[src/rtl/divby255_seq.sv]
// divby255_seq: drives a 16-bit divide-by-255 core from a 32-bit dividend.
// The dividend is loaded into the core in two halves. The sequencer waits
// for the core to compute, then reads the quotient back in two halves.
// It reassembles the 32-bit quotient and range-checks it against the dividend.
module divby255_seq #(
    parameter int HOLD_CYCLES = 4,
    parameter int WAIT_CYCLES = 8
) (
    input  logic        clk,
    input  logic        rst,
    input  logic        start,
    input  logic [31:0] dividend,
    output logic        busy,
    output logic        done,
    output logic [31:0] quotient,
    output logic        chk_err,
    output logic [15:0] x,
    output logic        flg1,
    output logic        flg2,
    output logic        flg3,
    output logic        flg4,
    input  logic [15:0] y
);

    // Counter reload values: each phase runs for (reload + 1) cycles.
    localparam logic [7:0] HOLD_LD = 8'(HOLD_CYCLES - 1);
    localparam logic [7:0] WAIT_LD = (WAIT_CYCLES == 0) ? 8'd0 : 8'(WAIT_CYCLES - 1);
    localparam bit         NO_WAIT = (WAIT_CYCLES == 0);

    typedef enum logic [2:0] {
        S_IDLE    = 3'd0,
        S_LOAD_HI = 3'd1,
        S_LOAD_LO = 3'd2,
        S_WAIT    = 3'd3,
        S_READ_HI = 3'd4,
        S_READ_LO = 3'd5,
        S_DONE    = 3'd6
    } state_t;

    state_t      r_state;
    state_t      w_state_nxt;
    logic [7:0]  r_cnt;
    logic [7:0]  w_cnt_nxt;
    logic        w_adv;
    logic        w_accept;
    logic        w_chk_fail;

    logic [31:0] r_dreg;
    logic [31:0] r_quot;
    logic        r_chk;
    logic [15:0] r_x;
    logic        r_flg1;
    logic        r_flg2;
    logic        r_flg3;
    logic        r_flg4;
    logic        r_busy;
    logic        r_done;

    // A quotient q is correct for d when q*255 <= d and d - q*255 < 255.
    // q*255 is formed as (q << 8) - q at 40 bits so nothing can overflow.
    function automatic logic range_fail(input logic [31:0] q, input logic [31:0] d);
        logic [39:0] p;
        logic [39:0] dd;
        p  = {q, 8'd0} - {8'd0, q};
        dd = {8'd0, d};
        return !((p <= dd) && ((dd - p) < 40'd255));
    endfunction

    assign w_adv      = (r_cnt == 8'd0);
    assign w_accept   = (r_state == S_IDLE) && start;
    // The check uses the high half already captured and the live low half from the core.
    assign w_chk_fail = range_fail({r_quot[31:16], y}, r_dreg);

    // State and phase-counter register.
    always_ff @(posedge clk or posedge rst) begin
        if (rst) begin
            r_state <= S_IDLE;
            r_cnt   <= 8'd0;
        end else begin
            r_state <= w_state_nxt;
            r_cnt   <= w_cnt_nxt;
        end
    end

    // Next-state logic. Each phase ends when the counter reads 0. The counter
    // is then reloaded with the length of the next phase.
    always_comb begin
        w_state_nxt = r_state;
        w_cnt_nxt   = r_cnt;
        case (r_state)
            S_IDLE: begin
                if (start) begin
                    w_state_nxt = S_LOAD_HI;
                    w_cnt_nxt   = HOLD_LD;
                end
            end
            S_LOAD_HI: begin
                if (w_adv) begin
                    w_state_nxt = S_LOAD_LO;
                    w_cnt_nxt   = HOLD_LD;
                end else begin
                    w_cnt_nxt = r_cnt - 8'd1;
                end
            end
            S_LOAD_LO: begin
                if (w_adv) begin
                    if (NO_WAIT) begin
                        w_state_nxt = S_READ_HI;
                        w_cnt_nxt   = HOLD_LD;
                    end else begin
                        w_state_nxt = S_WAIT;
                        w_cnt_nxt   = WAIT_LD;
                    end
                end else begin
                    w_cnt_nxt = r_cnt - 8'd1;
                end
            end
            S_WAIT: begin
                if (w_adv) begin
                    w_state_nxt = S_READ_HI;
                    w_cnt_nxt   = HOLD_LD;
                end else begin
                    w_cnt_nxt = r_cnt - 8'd1;
                end
            end
            S_READ_HI: begin
                if (w_adv) begin
                    w_state_nxt = S_READ_LO;
                    w_cnt_nxt   = HOLD_LD;
                end else begin
                    w_cnt_nxt = r_cnt - 8'd1;
                end
            end
            S_READ_LO: begin
                if (w_adv) begin
                    w_state_nxt = S_DONE;
                    w_cnt_nxt   = 8'd0;
                end else begin
                    w_cnt_nxt = r_cnt - 8'd1;
                end
            end
            S_DONE: begin
                w_state_nxt = S_IDLE;
                w_cnt_nxt   = 8'd0;
            end
            default: begin
                w_state_nxt = S_IDLE;
                w_cnt_nxt   = 8'd0;
            end
        endcase
    end

    // Operand latch, quotient assembly and range-check flag.
    always_ff @(posedge clk or posedge rst) begin
        if (rst) begin
            r_dreg <= 32'd0;
            r_quot <= 32'd0;
            r_chk  <= 1'b0;
        end else if (w_accept) begin
            r_dreg <= dividend;
            r_quot <= 32'd0;
            r_chk  <= 1'b0;
        end else if (w_adv && (r_state == S_READ_HI)) begin
            r_quot[31:16] <= y;
        end else if (w_adv && (r_state == S_READ_LO)) begin
            r_quot[15:0] <= y;
            r_chk        <= w_chk_fail;
        end
    end

    // Operand bus: changes only when entering a load phase, otherwise holds.
    always_ff @(posedge clk or posedge rst) begin
        if (rst) begin
            r_x <= 16'd0;
        end else if (w_accept) begin
            r_x <= dividend[31:16];
        end else if (w_adv && (r_state == S_LOAD_HI)) begin
            r_x <= r_dreg[15:0];
        end
    end

    // Strobes and status are registered from the next state so they are
    // glitch-free. They line up exactly with the state register.
    always_ff @(posedge clk or posedge rst) begin
        if (rst) begin
            r_flg1 <= 1'b0;
            r_flg2 <= 1'b0;
            r_flg3 <= 1'b0;
            r_flg4 <= 1'b0;
            r_busy <= 1'b0;
            r_done <= 1'b0;
        end else begin
            r_flg1 <= (w_state_nxt == S_LOAD_HI);
            r_flg2 <= (w_state_nxt == S_LOAD_LO);
            r_flg3 <= (w_state_nxt == S_READ_HI);
            r_flg4 <= (w_state_nxt == S_READ_LO);
            r_busy <= (w_state_nxt != S_IDLE);
            r_done <= (w_state_nxt == S_DONE);
        end
    end

    assign busy     = r_busy;
    assign done     = r_done;
    assign quotient = r_quot;
    assign chk_err  = r_chk;
    assign x        = r_x;
    assign flg1     = r_flg1;
    assign flg2     = r_flg2;
    assign flg3     = r_flg3;
    assign flg4     = r_flg4;

endmodule
[config.mk]
export PLATFORM = sky130hd
export DESIGN_NAME = divby255_seq
export DESIGN_NICKNAME = d
export VERILOG_FILES = /design/src/rtl/divby255_seq.sv
export SDC_FILE = /design/constraint.sdc
export NUM_CORES = 1
export LEC_CHECK = 0
export ABC_AREA = 1
export CAP_MARGIN = 20
export CORE_UTILIZATION = 55
export DETAILED_ROUTE_END_ITERATION = 16
export MAX_ROUTING_LAYER = met4
export PLACE_DENSITY = 0.78
export RECOVER_POWER = 100
export SETUP_SLACK_MARGIN = 0.05
export SKIP_LAST_GASP = 1
export SYNTH_ARGS = -nofsm -noshare
export SYNTH_HDL_FRONTEND = slang
export SYNTH_SLANG_ARGS = --single-unit
export TNS_END_PERCENT = 1
[constraint.sdc]
create_clock -name clk -period 5.75 [get_ports clk]
set_input_delay 1.725 -clock clk [delete_from_list [all_inputs] [get_ports clk]]
set_output_delay 1.725 -clock clk [all_outputs]
set_load 0.01 [all_outputs]
==> flow_metrics.tcl <==
set metrics [dict create \
    drt-total-wl_um 30140 \
    synth.distinct_cells 41 \
    setup_viol 0 \
    row_count 46 \
    post_dp_cell_area_um2 10520 \
    htree_num_levels 3 \
    cts_tree "yes" \
    synth-seq-area-share 0.2708 \
    r2r_start "r_state[1]" \
    rr_endpoint "quotient[14]" \
    max_slew_margin -0.9425 \
    clockBufferDepth 2 \
    regToRegSetupSlack_ns 1.57 \
    cellInternalPower_mw 3.428 \
    grt_setup_unrepaired "no" \
    drive_above_1_share 0.06334 \
    postLayoutCellArea_um2 10890 \
    grt_pass1_wl_um 46450 \
    clock_latency_ns 0.35 \
    p_per_area_nw_per_um2 712.5 \
    synth.top_cell.area_share 0.2708 \
    p_leak_nw 6.036 \
    drt-pass1-iter-count 6 \
    wire_per_inst_um 16.21 \
    skew_ns 0.01288 \
    initial_core_util 0.5659 \
    finalCritPeriodShare 0.9275 \
    vias_per_cell 5.368 \
    cts_made_buffers 9 \
    syn_avg_cell_area_um2 5.997 \
    dieWidth_um 130.3 \
    synth_area_leaders "dfrtp_1 27%, nand2_1 25%, inv_1 10%" \
    dr_wl_met2_um 13050 \
    met3_length_um 2758 \
    ir_worst_vdd_v 0.0003218 \
    synthArstFlopShare 1.000 \
    synth_area_um2 9055 \
    holdPathEnd "quotient[7]" \
    grt_max_degree 77 \
    slowest_stage "clkdlybuf4s50_1" \
    grt_antenna_before_repair 0 \
    fillers 1519 \
    worstPathRequired_ns 6.00 \
    layout.cells.most_common "nand2_1" \
    ant_nets 0 \
    rr_worst_depth 10 \
    synth_edf_count 0 \
    hold_ws_ns 0.4906 \
    crit_fanout 5 \
    nets 1749 \
    power.switching_mw 4.327 \
    violations "capacitance limit, slew limit" \
    p_total_mw 7.755 \
    hold_path_depth 2 \
    first_global_vias 8996 \
    clockRootBuffer "clkbuf_16" \
    path_delay_family "simple AND/OR/NAND/NOR gates" \
    worstSetupPathType "in2reg" \
    clock_power_share 0.086 \
    fp.coreArea_um2 16000 \
    slowest_delay_ns 0.56 \
    cp-end-kind "register" \
    place.gp.congestion 1.032 \
    final_max_slew_viol_count 113 \
    finalNonFillerCells 1859 \
    pwr-share-comb 0.747 \
    ios 106 \
    grt.overflow.total 0 \
    ys.flop_type "dfrtp_1" \
    synth_nets 1621 \
    tns_ns 0 \
    clkTransAtPathRegs_ns 0.08 \
    worst_pin_slew_ns 2.914 \
    final_cell_mix "593 x nand2_1, 242 x inv_1, 137 x nor2_1" \
    fmax_mhz 187.5 \
    ys_ff_latch 98 \
    yosys_warnings 0 \
    track_usage 0.3785 \
    finalHoldViolCount 0 \
    hp-start "quotient[7]" \
    vias 9980 \
    synth_top_area_cell "dfrtp_1" \
    area_growth_pct 20.22 \
    cp_num_buf_inv 2 \
    dr.max_layer_used "met4" \
    die_y_um 130.3 \
    max_cap_violations 2 \
    min_path_type "reg2reg" \
    seq_area_um2 2452 \
    place.detailed.hpwl_um 25010 \
    die-area_um2 16980 \
    routedLengthMet1_um 13640 \
    multi_input_area_um2 5603 \
    syn_inst 1510 \
    swShare 0.5580 \
    outcome "complete, but fails checks" \
    cp_data_arrival_time_ns 5.58 \
    crit_top_cell "nand2_1" \
    startpoint_type "primary input" \
    period_minus_slack_ns 5.333 \
    cts_sinks 98 \
    numPortBuffers 105 \
    power_frac_seq 0.168 \
    placedCellCount 1840 \
    route.detailed.drc 0 \
    drt-initial-drc-count 926 \
]
-- state kept, by name (all words and copies together) (netlist names) --
| name | count |
|---|---|
| busy | 1 |
| chk_err | 1 |
| done | 1 |
| flg1 | 1 |
| flg2 | 1 |
| flg3 | 1 |
| flg4 | 1 |
| quotient | 32 |
| r_cnt | 8 |
| r_dreg | 32 |
| r_state | 3 |
| x | 16 |
-- tightest hold or removal path, cell delays in order (launching register included) --
cell and delay, ns:
dfrtp_1 0.34, nand2_1 0.05, o21ai_0 0.07
-- metal layers --
| layer | track usage | up-vias |
|---|---|---|
| met2 | 0.5635 | 409 |
| met1 | 0.5258 | 4553 |
| met3 | 0.06273 | 40 |
| met4 | 0.1122 | 0 |
| met5 | - | - |
| li1 | - | 4978 |
-- worst max path at each step --
stage          cells past startpoint  slack, ns  start  endpoint
2_1_floorplan                     25       1.13   y[9]   chk_err
3_3_place_gp                      25       0.03   y[0]   chk_err
3_5_place_dp                      25      -0.01   y[0]   chk_err
4_1_cts                           25       0.34   y[0]   chk_err
5_1_grt                           26       0.02   y[8]   chk_err
6_report                          25       0.42   y[0]   chk_err
-- cells in the mapped netlist, types with 2 or more instances --
library cell  instances
nand2_1             593
inv_1               241
nor2_1              139
dfrtp_1              98
nand3_1              75
ha_1                 59
o21ai_0              57
a21oi_1              56
a31oi_1              24
nand4_1              19
xor2_1               18
nand2_2              16
nor3_1               16
nor2_2               15
clkbuf_1             14
xnor2_1              14
inv_2                13
nor4_1                5
o21bai_1              5
and2_1                4
nand3_2               4
buf_2                 3
nand3b_1              3
and3_1                2
-- power by group through the flow --
stage          Sequential, mW  Combinational [mW]  Clock [mW]
2_1_floorplan            1.27                3.94           0
3_3_place_gp             1.30                5.62           0
3_5_place_dp             1.30                5.67           0
4_1_cts                  1.30                5.71       0.673
5_1_grt                  1.33                6.49       0.696
6_report                 1.30                5.79       0.664
-- cells by family after synthesis --
| logic type | Yosys count | synth area share |
|---|---|---|
| and+or+nand+nor | 897 | 0.4100 |
| adders and majority gates | 60 | 0.08374 |
| DFF | 98 | 0.2708 |
| buffers and inverters | 272 | 0.1132 |
| AOI/OAI and AO/OA | 151 | 0.09134 |
| xor gates and xnor gates | 32 | 0.03095 |
-- final cells by class --
type	count	area share
Multi-Input combinational cell	1140	0.5147
Sequential cell	98	0.2253
Timing Repair Buffer	134	0.1174
Inverter	255	0.08793
Tap cell	216	0.02483
Clock buffer	9	0.02069
Clock inverter	6	0.008966
Antenna cell	1	0.0002299
-- repair_timing --
action | in CTS | in global routing
hold buffers | 0 | 0
resized for setup | 0 | 8
setup endpoints to repair | 0 | 1
buffers inserted | 0 | 1
-- per-stage QoR --
stage                     utilization  setup slack [ns]
after floorplan                     -             1.131
after global placement         0.6572           0.02625
after detailed placement       0.6572          -0.01079
after CTS                      0.6774            0.3423
after global routing           0.6802           0.01680
final                          0.6803            0.4171
Power figures use the tool's default switching activity.
